`src/rtl/env_pwm_dac.sv`:
```
// Envelope-scaled sample to offset-binary PWM DAC.
// Capture -> scale -> pending duty, applied at each PWM period wrap.
`timescale 1ns/1ps
module env_pwm_dac #(
    parameter int PWM_BITS = 10
) (
    input  logic        clk,
    input  logic        reset_n,
    input  logic        enable,
    input  logic [15:0] sample,
    input  logic        sample_valid,
    input  logic [15:0] env,
    output logic        sample_tick,
    output logic        pwm_out,
    output logic [15:0] level
);

    localparam logic [PWM_BITS-1:0] CNT_MAX = '1;
    localparam logic [PWM_BITS-1:0] CNT_ONE = {{(PWM_BITS-1){1'b0}}, 1'b1};
    localparam logic [PWM_BITS-1:0] MID     = {1'b1, {(PWM_BITS-1){1'b0}}};

    logic [15:0]         cap_sample_q, cap_sample_d;
    logic [15:0]         cap_env_q, cap_env_d;
    logic                cap_vld_q, cap_vld_d;
    logic [15:0]         level_q, level_d;
    logic [PWM_BITS-1:0] pend_q, pend_d;
    logic [PWM_BITS-1:0] cnt_q, cnt_d;
    logic [PWM_BITS-1:0] duty_q, duty_d;
    logic                pwm_q, pwm_d;

    logic signed [31:0]  prod;
    logic [15:0]         off;
    logic                unused_bits;

    // Product of signed Q1.15 and unsigned Q0.16 always fits in 32 signed bits.
    assign prod = $signed({{16{cap_sample_q[15]}}, cap_sample_q})
                * $signed({16'd0, cap_env_q});
    assign off  = prod[31:16] + 16'h8000;
    assign unused_bits = ^{prod[15:0], off};

    always_comb begin
        cap_vld_d    = sample_valid;
        cap_sample_d = cap_sample_q;
        cap_env_d    = cap_env_q;
        if (sample_valid) begin
            cap_sample_d = sample;
            cap_env_d    = env;
        end

        level_d = level_q;
        pend_d  = pend_q;
        if (cap_vld_q) begin
            level_d = prod[31:16];
            pend_d  = off[15 -: PWM_BITS];
        end

        cnt_d  = '0;
        duty_d = pend_q;
        pwm_d  = 1'b0;
        if (enable) begin
            cnt_d  = cnt_q + CNT_ONE;
            pwm_d  = (cnt_q < duty_q);
            duty_d = (cnt_q == CNT_MAX) ? pend_q : duty_q;
        end
    end

    always_ff @(posedge clk or negedge reset_n) begin
        if (!reset_n) begin
            cap_sample_q <= '0;
            cap_env_q    <= '0;
            cap_vld_q    <= 1'b0;
            level_q      <= '0;
            pend_q       <= MID;
            cnt_q        <= '0;
            duty_q       <= MID;
            pwm_q        <= 1'b0;
        end else begin
            cap_sample_q <= cap_sample_d;
            cap_env_q    <= cap_env_d;
            cap_vld_q    <= cap_vld_d;
            level_q      <= level_d;
            pend_q       <= pend_d;
            cnt_q        <= cnt_d;
            duty_q       <= duty_d;
            pwm_q        <= pwm_d;
        end
    end

    assign sample_tick = enable && (cnt_q == CNT_MAX);
    assign pwm_out     = pwm_q;
    assign level       = level_q;

endmodule

```
`config.mk`:
```
export PLATFORM = sky130hd
export DESIGN_NAME = env_pwm_dac
export DESIGN_NICKNAME = d
export VERILOG_FILES = /design/src/rtl/env_pwm_dac.sv
export SDC_FILE = /design/constraint.sdc
export NUM_CORES = 1
export LEC_CHECK = 0
export BUFFER_PORTS_ARGS = -buffer_cell sky130_fd_sc_hd__buf_2
export CAP_MARGIN = 20
export CORE_ASPECT_RATIO = 0.75
export CORE_MARGIN = 2
export CORE_UTILIZATION = 40
export CTS_BUF_LIST = sky130_fd_sc_hd__clkbuf_8
export CTS_CLUSTER_SIZE = 28
export DETAILED_ROUTE_END_ITERATION = 7
export PLACE_DENSITY = 0.55
export SYNTH_ARGS = -nofsm -noshare
export SYNTH_HDL_FRONTEND = slang
export SYNTH_SLANG_ARGS = --single-unit
```
`constraint.sdc`:
```
create_clock -name clk -period 9.4 [get_ports clk]
set_input_delay 0.47 -clock clk [delete_from_list [all_inputs] [get_ports clk]]
set_output_delay 0.47 -clock clk [all_outputs]
set_load 0.01 [all_outputs]
```
======== Word level (Yosys, flattened, before mapping) ========
Index checks and enable logic that the tools add are counted.
storage, ports and cells
  register bits after elaboration ......... 80
  output and inout port bits .............. 18
  input bits .............................. 36
  logic and storage cells ................. 19
cells by class
  muxes and demuxes ....................... 4
  eq/ne operators ......................... 2
  add/subtract/negate cells ............... 2
  $lt $le $gt $ge ......................... 1
  multiply operators ...................... 1
  reductions and logical operators ........ 1
operators with widths
  kind                      count
  $mul A16 B17 Y32          1
  $mux W10                  3
  $add A16 B16 Y16 const B  1
  $add A10 B1 Y10 const B   1
  $eq A10 B10 Y1 const B    1
  $lt A10 B10 Y1            1
  $ne A2 B1 Y1 const B      1
  $logic_and A1 B1 Y1       1
  $mux W1                   1

======== Longest topological paths before layout ========
Gate-level depths: netlist of run 1.
  word-level depth ........................ 3
  mapped depth ............................ 23
  mapped depth without buffers ............ 21

======== Least setup slack after synthesis of run 1 ========
OpenSTA, ideal clock, no wires.
  kind .................................... register to register
  start point ............................. register cap_sample_q[1]
  end point ............................... register level_q[9], in the netlist level[9]
  clock period less this slack ............ 5.981 ns
  path buffers ............................ 1
  data required time ...................... 9.275 ns
  data arrival time ....................... 5.856 ns
  stages on the path, launching flop included .. 21
  path slack .............................. 3.419 ns
  setup time .............................. 0.125 ns
  cell sequence ........................... dfrtp_1 -> clkbuf_1 -> nand2_1 -> fa_1 -> fa_1 -> fa_1 -> inv_1 -> fa_1 -> fa_1 -> inv_1 -> fa_1 -> inv_1 -> ha_1 -> a21oi_2 -> o21ai_1 -> a41o_1 -> a311o_1 -> a311o_2 -> a21oi_4 -> xnor2_1 -> mux2_4
between the ends
  cells in the longest elaborated chain, start to end .. 1
ends and longest elaborated chain
  item                      line  source
  start: declaration        22    logic [15:0] cap_sample_q, cap_sample_d;
  start signal: assignment  78    cap_sample_q <= cap_sample_d;
  $mul A16 B17 Y32          37    * $signed({16'd0, cap_env_q});
  end signal: assignment    81    level_q <= level_d;
  end: declaration          25    logic [15:0] level_q, level_d;
No other way between the ends.
A chain may end at the register's enable or synchronous reset.

======== Worst setup path after layout of run 1 ========
  start point ............................. register cap_sample_q[7]
  end point ............................... register level_q[14], in the netlist level[14]
The elaborated chain is that of the path after synthesis.

==> summary.md, run 1 <==
| Metric | Value |
|---|---|
| Async set-or-reset flop fraction in the synthesized netlist | `100%` |
| TritonCTS clock tree | `yes` |
| RSZ-0062 raised after global routing | `false` |
| Overall global routing resource usage | `around a fifth` |
| Kind of end point of the critical path | `flip-flop` |
| Layout cells sized above 1 | `10.0%` |
| Tightest slew margin relative to the limit | `a little over a third` |
| Final #Nets | `1,577` |
| Filler-free cell count of the finished design | `1,614` |
| Peak Freq | `around 0.15 GHz` |
| Post-synth EDFFs | `0` |
| Crit share post-route | `between 70% and 80%` |
| Kind of start point of the critical path | `flip-flop` |
| Pin count of the biggest net entering global routing | `72` |
| Die Outline Area | `30,200 sq um` |
| Maximum fanout encountered on the critical timing path | `17` |
| Number of endpoints failing setup at the final stage | `0` |
| Placed Cells incl. Taps | `1,598` |
| Final number of hold-violating endpoints | `0` |
| Total via count after detailed routing | `7,976` |
| Post-synth top flop | `dfrtp_1` |
| Syn Nets | `1,568` |
| Count of nets left with antenna violations after detail routing | `0` |
| Count of distinct cell types in the synthesized netlist | `49` |
| Width of the chip | `~200 um` |
| Buffer type at the clock tree root | `clkbuf_8` |
| Sum of routed wire length over all layers | `28.2 mm` |
| Synth top area share | `33.5%` |
| DRT iter0 DRCs | `520` |
| Final Critical Period | `just under 7000 ps` |
| Type of the most critical hold path | `in2async` |
| Instance area at placement | `12,000 sq um` |
| Later-pin clock latency in the skew report | `370 ps` |
| Most frequent cells in the layout | `247 x inv_1, 193 x fa_1, 144 x nand2_1, 124 x ha_1, 119 x and2_1` |
| Synthesis Warnings | `0` |
| Required time of the critical path | `a little under 10,000 ps` |
| Dominant cell type by count on the critical path | `fa_1` |
| Clock slew at reported path FFs | `100 ps` |
| Layout Cell Area excl Fill | `12,200 sq um` |
| Area contributors post-synth | `fa_1 33%, dfrtp_1 15%, ha_1 13%` |
| N_diodes | `0` |
| Post-CTS Setup Bufs | `0` |
| Cell taking the most area after synthesis | `fa_1` |
| Most common cell after layout, fill and taps aside | `inv_1` |
| First-pass GRT wire length | `around 47 mm` |
| Library cell contributing the largest single delay on the critical path | `dfrtp_1` |
| Post-synthesis cell count | `1,215` |
| # H-tree levels | `3` |
| Pins Over Slew Limit | `0` |
| Utilization of the core after routing | `between 40% and 50%` |
| Fill cell instance count of the final layout | `2,789` |
| Post-Synthesis Cell Area | `approximately 12,000 sq um` |
| Vias in the first global route | `8,548` |
| Placement Rows | `between 50 and 60` |
| Clock Sink Count | `71` |
| HPWL after detailed placement | `22.3 mm` |
| Total CTS buffers | `9` |
| Arrival time at the worst endpoint | `7020 ps` |
| Pin slew with the least headroom to its limit | `960 ps` |
| Number of flip-flops and latches in the synthesized netlist | `71` |
| Max-capacitance violation count | `0` |
| Mean instance size in the synthesized netlist | `9.50 sq um` |
| Count of TritonRoute iterations in the first routing pass | `5` |
| IO Count | `54` |
| Hold_buf cts | `0` |
| Number of gates resized after CTS | `0` |
| Number of port buffers | `between 50 and 60` |
| Overall die height | `151 um` |
| Post-detailed-route wirelength per cell | `17.5 um` |
| Total congestion overflow | `0` |
| Worst Skew | `17.9 ps` |
| Status | `finished clean` |
| Stage delay of the slowest cell on the critical path | `830 ps` |
| Setup Crit Path Kind | `reg2reg` |
| Routability-driven placement congestion ratio | `0.844` |
| Initial standard-cell utilization of the core | `between 40% and 50%` |
| Via density per instance | `just under 5` |
| Initial antenna violation count | `0` |
| DRC violation count after routing | `0` |
| Area of the placeable core | `28,200 sq um` |
| Post-synthesis sequential area ratio | `15.4%` |
| Cell-by-cell listing of the critical path | `nand2_1 -> fa_1 -> inv_1 -> fa_1 -> inv_1 -> fa_1 -> inv_1 -> fa_1 -> fa_1 -> inv_1 -> fa_1 -> inv_1 -> ha_1 -> nand4_1 -> nor2_1 -> a21oi_1 -> a2111oi_0 -> o41ai_1 -> o21ai_1 -> xor2_1 -> mux2_2` |
| Buffer depth of the longest clock path | `2` |
| Final sum of negative setup slack | `0 ps` |
| Syn-to-layout area delta | `5.94%` |
## worst max-delay path: cells and delay by family, from the launching register on
kind | cells | cell delay [ps]
multiplexers | 1 | 260
flip-flops | 1 | 830
buffers and inverters | 5 | 260
AND/OR/NAND/NOR | 3 | 500
XOR/XNOR | 1 | 80
AO/OA/AOI/OAI | 4 | 1280
adder cells (fa/ha/maj) | 7 | 3430
## layout make-up
class | instances | area, sq um | share of cell area (%)
multi-input cells | 838 | 8560 | 70.0
flip-flops and latches | 71 | 1780 | 14.6
inverters | 247 | 927 | 7.58
well taps | 385 | 482 | 3.94
repair buffers | 57 | 298 | 2.44
clock buffers | 9 | 124 | 1.01
clock inverters | 7 | 62.6 | 0.512
## logic make-up (layout without fill, tap and decap cells)
| logic type | Yosys count | count (layout) | share of synthesized area, % |
|---|---|---|---|
| compound gates | 99 | 99 | 5.52 |
| buf+inv | 306 | 320 | 10.5 |
| fa+ha+maj | 317 | 317 | 46.9 |
| flops | 71 | 71 | 15.4 |
| mux | 52 | 52 | 5.08 |
| xor+xnor | 24 | 24 | 1.82 |
| simple gates | 346 | 346 | 14.8 |
## per-layer routing
| metal | track usage (%) | up-vias | part of all wire [%] | wire (um) |
|---|---|---|---|---|
| met3 | 5.38 | 20 | 8.0 | 2260 |
| li1 | - | 3742 | - | - |
| met4 | 4.10 | 0 | 1.1 | 314 |
| met5 | 0 | - | 0 | 0 |
| met2 | 28.8 | 220 | 41 | 11500 |
| met1 | 30.7 | 3994 | 50 | 14100 |
## registers in the layout, summed over array words and instances (netlist names)
register / count
cnt_q: 10
level: 16
duty_q: 10
pend_q: 1
cap_env_q: 16
pwm_out: 1
cap_sample_q: 16
cap_vld_q: 1
## cells in the mapped netlist (7+ instances only)
master / count
buf_4: 10
mux2_2: 42
ha_1: 124
o21ai_0: 15
mux2_1: 7
nand2b_1: 8
nand4_1: 10
clkbuf_1: 47
and2_1: 119
inv_1: 247
nand3_1: 11
fa_1: 193
nor2_1: 35
nand2_1: 144
a21oi_1: 36
xnor2_1: 15
xor2_1: 9
dfrtp_1: 69
a21o_1: 11
## path summary, 6_finish.rpt
kind / cells after the start / start / slack (ps) / end
min in group clk: 2 / sample[12] / 320 / cap_sample_q[12]
setup reg to reg: 21 / cap_sample_q[7] / 2640 / level[14]
setup / recovery: 21 / cap_sample_q[7] / 2640 / level[14]
hold / removal: 1 / reset_n / 230 / cnt_q[1]
max in group asynchronous: 1 / reset_n / 8530 / cap_env_q[5]
hold reg to reg: 1 / cnt_q[0] / 480 / cnt_q[0]
## stage by stage
step / hold slack [ps] / setup WS [ps]
3_5_place_dp: 477 / 2630
5_1_grt: 310 / 2030
4_1_cts: 267 / 2600
2_1_floorplan: 174 / 3420
3_3_place_gp: 466 / 2670
6_report: 231 / 2640
Power of run 1 is left out: the tool's default activity adds up to more than one toggle a clock period on the data nets, which glitch-free logic cannot reach.
==> inputs of run 2 (changes only) <==
==> constraint.sdc (replaced) <==
create_clock -name clk -period 6.6 [get_ports clk]
set_input_delay 0.33 -clock clk [delete_from_list [all_inputs] [get_ports clk]]
set_output_delay 0.33 -clock clk [all_outputs]
set_load 0.01 [all_outputs]
==> run 2 against run 1 <==
Worst hold slack worse by 130 ps. Sequential cell count unchanged. Via count up 1.1%. Register-to-register slack worse by 2400 ps. Clock skew down 2.0 ps. Critical endpoint is now level[15]. Final area up 1.6%. Utilization up 0.71 points. Clock-buffer cell count unchanged. Cell count up 1.5%. Non-clock buffer count up 25. Die area unchanged. Largest cell class unchanged. Wire length up 0.32%.
==> summary.md, run 2 (same netlist as run 1, synthesis figures left out) <==
| Metric | Value |
|---|---|
| Required time of the critical path | `6850 ps (-2810 ps)` |
| Routability-driven placement congestion ratio | `0.857 (+1.5%)` |
| Number of endpoints failing setup at the final stage | `0 (unchanged)` |
| RSZ-0062 raised after global routing | `false` |
| Width of the chip | `200 um (unchanged)` |
| First-pass GRT wire length | `47.5 mm (+0.15%)` |
| N_diodes | `0 (unchanged)` |
| Initial antenna violation count | `0 (unchanged)` |
| Total CTS buffers | `9 (unchanged)` |
| Hold_buf cts | `0 (unchanged)` |
| Max-capacitance violation count | `0 (unchanged)` |
| Final #Nets | `1,602 (+1.6%)` |
| Final number of hold-violating endpoints | `0 (unchanged)` |
| Setup Crit Path Kind | `reg2reg` |
| Buffer depth of the longest clock path | `2 (unchanged)` |
| Sum of routed wire length over all layers | `28.3 mm (+0.32%)` |
| Clock Sink Count | `71 (unchanged)` |
| Syn-to-layout area delta | `7.69%` |
| Post-detailed-route wirelength per cell | `17.3 um (-1.2%)` |
| Layout cells sized above 1 | `12.5% (+2.5 points)` |
| Initial standard-cell utilization of the core | `41.0% (unchanged)` |
| Number of port buffers | `53 (unchanged)` |
| Overall die height | `151 um (unchanged)` |
| Count of TritonRoute iterations in the first routing pass | `5 (unchanged)` |
| Total via count after detailed routing | `8,063 (+1.1%)` |
| # H-tree levels | `3 (unchanged)` |
| Via density per instance | `4.92 (-0.45%)` |
| DRT iter0 DRCs | `548 (+5.4%)` |
| Kind of start point of the critical path | `flip-flop` |
| Status | `finished clean` |
| Placement Rows | `53 (unchanged)` |
| Total congestion overflow | `0 (unchanged)` |
| Kind of end point of the critical path | `flip-flop` |
| Arrival time at the worst endpoint | `6600 ps (-420 ps)` |
| Clock slew at reported path FFs | `100 ps (about the same)` |
| Worst Skew | `15.8 ps (-2.04 ps)` |
| Later-pin clock latency in the skew report | `370 ps (about the same)` |
| Most common cell after layout, fill and taps aside | `inv_1` |
| Instance area at placement | `12,200 sq um (+1.6%)` |
| Layout Cell Area excl Fill | `12,400 sq um (+1.6%)` |
| Maximum fanout encountered on the critical timing path | `12 (-5)` |
| Count of nets left with antenna violations after detail routing | `0 (unchanged)` |
| Pins Over Slew Limit | `0 (unchanged)` |
| Peak Freq | `0.158 GHz (+6.5%)` |
| Buffer type at the clock tree root | `clkbuf_8` |
| Vias in the first global route | `8,681 (+1.6%)` |
| Crit share post-route | `96.1% (+24 points)` |
| Die Outline Area | `30,200 sq um (unchanged)` |
| Tightest slew margin relative to the limit | `35.1% (-0.88 points)` |
| Pin slew with the least headroom to its limit | `973 ps (+13.3 ps)` |
| Pin count of the biggest net entering global routing | `72 (unchanged)` |
| TritonCTS clock tree | `yes` |
| Fill cell instance count of the final layout | `2,822 (+1.2%)` |
| Most frequent cells in the layout | `247 x inv_1, 193 x fa_1, 144 x nand2_1, 124 x ha_1, 119 x and2_1` |
| Overall global routing resource usage | `20.3% (+0.045 points)` |
| Final sum of negative setup slack | `0 ps (unchanged)` |
| DRC violation count after routing | `0 (unchanged)` |
| HPWL after detailed placement | `23.5 mm (+5.3%)` |
| Area of the placeable core | `28,200 sq um (unchanged)` |
| Register area | `1790 sq um (+0.63%)` |
| Area of combinational cells with multiple inputs | `8560 sq um (unchanged)` |
| IO Count | `54 (unchanged)` |
| Final Critical Period | `6340 ps (-415 ps)` |
| Type of the most critical hold path | `in2async` |
==> run 2: changes by cell type in the layout (fill, tap and decap cells not counted) <==
cell	delta
inv_6	-2
inv_8	+1
dfrtp_2	+9
buf_4	+25
clkinv_4	+1
dfrtp_1	-9
==> run 2: what timing repair did <==
action                     in CTS  in global routing
gates resized for setup         0                  9
setup buffers                   0                  0
setup endpoints to repair       0                  9
==> run 2: final timing paths <==
kind,startpoint,to,slack [ps],depth (start not counted)
min in group clk,sample[15],cap_sample_q[15],170,3
worst min register to register,cnt_q[0],cnt_q[0],480,1
worst min-delay path,reset_n,pwm_out,100,1
max in group asynchronous,reset_n,cap_env_q[7],5800,1
worst max register to register,cap_env_q[9],level[15],260,20
worst max-delay path,cap_env_q[9],level[15],260,20
==> run 2: per-stage QoR <==
stage / hold slack, ps / utilization, % / std cells / setup slack [ps]
2_1_floorplan: 34.4 / - / 1215 / 619
3_3_place_gp: 468 / 43.4 / 1622 / 250
3_5_place_dp: 473 / 43.4 / 1623 / 191
4_1_cts: 123 / 44.1 / 1639 / 118
5_1_grt: 162 / 44.1 / 1639 / 30.1
6_report: 101 / 44.1 / 1639 / 256
==> run 2: metal layers <==
metal / up-vias / part of all wire [%] / global-route usage [%]
li1: 3799 / - / -
met1: 4068 / 52 / 31.0
met2: 178 / 41 / 31.1
met3: 18 / 5.0 / 2.65
met4: 0 / 1.1 / 3.47
met5: - / 0 / 0
==> run 2: area by class of cell <==
type	instances	share of cell area (%)
multi-input cells	838	68.8
flip-flops and latches	71	14.4
inverters	247	7.46
repair buffers	82	3.91
well taps	385	3.88
clock buffers	9	0.997
clock inverters	7	0.523
==> run 2: critical path, stage by stage (launching register included) <==
cell	delay [ps]
dfrtp_1	660
buf_4	240
nand2_1	70
fa_1	480
inv_1	50
fa_1	480
fa_1	600
fa_1	440
fa_1	490
inv_1	40
fa_1	540
inv_1	60
ha_1	350
a21o_1	200
a31oi_1	230
o221a_1	270
o21bai_1	90
a311oi_1	310
o41ai_1	170
xnor2_1	160
mux2_2	280
Power of run 2 is left out for the same reason.
==> inputs of run 3 (changes only) <==
--- a/config.mk
+++ b/config.mk
@@ -5,6 +5,7 @@
 export SDC_FILE = /design/constraint.sdc
 export NUM_CORES = 1
 export LEC_CHECK = 0
+export ABC_AREA = 1
 export BUFFER_PORTS_ARGS = -buffer_cell sky130_fd_sc_hd__buf_2
 export CAP_MARGIN = 20
 export CORE_ASPECT_RATIO = 0.75
==> run 3 against run 2 <==
Clock-buffer cell count did not move. Synthesized cell count rose by 30%. Clock skew increased by 13 ps. Critical endpoint is now pend_q[9]. Wire length is 11% higher. Sequential cell count stayed put. Critical path type unchanged. Cell count grew 20%. Worst setup slack gained 450 ps.
==> summary.md, run 3 <==
| Metric | Value |
|---|---|
| Status | `finished clean` |
| Overall global routing resource usage | `21.5% (+1.3 points)` |
| Most common cell after layout, fill and taps aside | `inv_1` |
| Instance area at placement | `12,700 sq um (+4.2%)` |
| Peak Freq | `0.170 GHz (+7.6%)` |
| Final Critical Period | `5890 ps (-450 ps)` |
| Syn-to-layout area delta | `5.70%` |
| Area of the placeable core | `30,200 sq um (+7.2%)` |
| Final sum of negative setup slack | `0 ps (unchanged)` |
| TritonCTS clock tree | `yes` |
| Via density per instance | `4.83 (-1.9%)` |
| Count of nets left with antenna violations after detail routing | `0 (unchanged)` |
| Arrival time at the worst endpoint | `6250 ps (-350 ps)` |
| Total CTS buffers | `9 (unchanged)` |
| Number of endpoints failing setup at the final stage | `0 (unchanged)` |
| Type of the most critical hold path | `in2reg` |
| Area contributors post-synth | `fa_1 31%, dfrtp_1 14%, inv_1 13%` |
| Number of port buffers | `53 (unchanged)` |
| Number of gates resized after CTS | `0 (unchanged)` |
| Clock Sink Count | `71 (unchanged)` |
| RSZ-0062 raised after global routing | `false` |
| Most frequent cells in the layout | `419 x inv_1, 405 x nand2_1, 193 x fa_1, 124 x ha_1, 69 x dfrtp_1` |
| Sum of routed wire length over all layers | `31.4 mm (+11%)` |
| Pins Over Slew Limit | `0 (unchanged)` |
| Placement Rows | `55 (+3.8%)` |
| Count of TritonRoute iterations in the first routing pass | `4 (-1)` |
| Clock slew at reported path FFs | `120 ps (+20 ps)` |
| Post-synthesis cell count | `1,574 (+30%)` |
| Initial antenna violation count | `0 (unchanged)` |
| Total via count after detailed routing | `9,520 (+18%)` |
| Required time of the critical path | `6950 ps (+100 ps)` |
| Synthesis Warnings | `0 (unchanged)` |
| Cell taking the most area after synthesis | `fa_1` |
| Setup Crit Path Kind | `reg2reg` |
| Final number of hold-violating endpoints | `0 (unchanged)` |
| Kind of start point of the critical path | `flip-flop` |
| Synth top area share | `31.4% (-2.0 points)` |
| Later-pin clock latency in the skew report | `430 ps (+60 ps)` |
| Total congestion overflow | `0 (unchanged)` |
| Commonest cells post-synth | `419 x inv_1, 405 x nand2_1, 193 x fa_1, 124 x ha_1, 69 x dfrtp_1` |
| Count of distinct cell types in the synthesized netlist | `36 (-27%)` |
| DRC violation count after routing | `0 (unchanged)` |
| Final #Nets | `1,920 (+20%)` |
| # H-tree levels | `3 (unchanged)` |
| First-pass GRT wire length | `53.2 mm (+12%)` |
| Number of flip-flops and latches in the synthesized netlist | `71 (unchanged)` |
| Layout Cell Area excl Fill | `13,000 sq um (+4.5%)` |
| Maximum fanout encountered on the critical timing path | `17 (+5)` |
| Buffer depth of the longest clock path | `2 (unchanged)` |
| Initial standard-cell utilization of the core | `40.7% (-0.27 points)` |
| Crit share post-route | `89.3% (-6.8 points)` |
| Syn Nets | `1,927 (+23%)` |
| Post-synth EDFFs | `0 (unchanged)` |
| Post-synth top flop | `dfrtp_1` |
| Tightest slew margin relative to the limit | `28.9% (-6.2 points)` |
| Pin count of the biggest net entering global routing | `72 (unchanged)` |
| Async set-or-reset flop fraction in the synthesized netlist | `100% (unchanged)` |
| Vias in the first global route | `10,100 (+17%)` |
| Overall die height | `156 um (+3.1%)` |
| Routability-driven placement congestion ratio | `0.908 (+6.0%)` |
| Kind of end point of the critical path | `flip-flop` |
| Max-capacitance violation count | `0 (unchanged)` |
| Worst Skew | `28.5 ps (+12.7 ps)` |
| Post-Synthesis Cell Area | `12,300 sq um (+6.5%)` |
| Post-detailed-route wirelength per cell | `15.9 um (-7.8%)` |
| Cell with the most instances after synthesis | `inv_1` |
| Width of the chip | `206 um (+3.1%)` |
| Pin slew with the least headroom to its limit | `1070 ps (+92.6 ps)` |
| IO Count | `54 (unchanged)` |
| Buffer type at the clock tree root | `clkbuf_8` |
| Mean instance size in the synthesized netlist | `7.81 sq um (-18%)` |
| Die Outline Area | `32,200 sq um (+6.3%)` |
| Layout cells sized above 1 | `8.72% (-3.8 points)` |
| DRT iter0 DRCs | `536 (-2.2%)` |
| Post-synthesis sequential area ratio | `14.5% (-0.94 points)` |
| HPWL after detailed placement | `25.7 mm (+9.4%)` |
-- run 3: cell types whose count changed after synthesis, sizes merged, moves of 7 or more --
cell	change
nand2	+277
inv	+173
and2	-118
nand3	+34
mux2	-28
nor2	+28
o21ai	+25
clkbuf	+18
xnor2	-11
a21o	-10
nor3	+10
nand2b	-8
buf	+7
-- run 3: kinds of logic (layout without fill, tap and decap cells) --
kind of cell / count (synthesis) / count (layout) / synth area share (%)
adder cells (fa/ha/maj): 317 / 317 / 44.1
AND/OR/NAND/NOR: 553 / 553 / 18.4
buffers and inverters: 505 / 503 / 16.0
other: 0 / 1 / 0
XOR/XNOR: 7 / 7 / 0.499
multiplexers: 22 / 22 / 2.02
AO/OA/AOI/OAI: 99 / 99 / 4.53
flip-flops: 71 / 71 / 14.5
-- run 3: layout make-up --
class                      count  area [sq um]
antenna                        1          2.50
clock buffer                   9           124
clock inverter                 7          78.8
fill                        3098         17200
inverter                     421          1580
multi-input combinational    998          8540
sequential                    71          1780
tap                          399           499
timing repair buffer          66           388
-- run 3: through the flow --
step / std cells / worst slack, ps / hold slack [ps] / utilization, %
2_1_floorplan: 1574 / 1330 / 34.4 / -
3_3_place_gp: 1953 / 795 / 463 / 42.2
3_5_place_dp: 1953 / 724 / 471 / 42.2
4_1_cts: 1969 / 657 / 63.8 / 42.9
5_1_grt: 1971 / 374 / 92.0 / 43.0
6_report: 1972 / 706 / 97.3 / 43.0
-- run 3: worst paths after layout --
kind                                    from               to  slack [ps]  cells after the start
worst max-delay path            cap_env_q[7]        pend_q[9]         710                     22
worst min-delay path                  env[0]     cap_env_q[0]         100                      3
worst max register to register  cap_env_q[7]        pend_q[9]         710                     22
worst min register to register      level[3]         level[3]         500                      2
max in group asynchronous            reset_n        pend_q[9]        5610                      3
min in group asynchronous            reset_n  cap_sample_q[5]         330                      2
-- run 3: per-layer routing --
metal	part of all wire, %	GRT usage [%]
met5	0	0
met4	1.5	4.15
met3	3.6	3.45
met2	45	34.6
met1	50	30.8
-- run 3: repair_timing --
action                                 in CTS  in global routing
endpoints found under the hold margin       0                 18
hold buffers                                0                  1
buffers inserted                            0                  0
-- run 3: worst max-delay path, stage by stage (launching register included) --
cell     delay, ps
dfrtp_1        850
nand2_1        170
fa_1           570
inv_1           50
fa_1           500
inv_1           50
fa_1           560
inv_1           60
fa_1           460
fa_1           490
inv_1           50
fa_1           470
inv_1           40
ha_1           300
a21oi_1        270
o21ai_0        210
a21oi_1        150
nand2_1        120
nand2_1        120
nand2_1         80
nand2_1         70
nand3_1         70
nand2_1         90
Power of run 3 is left out for the same reason.
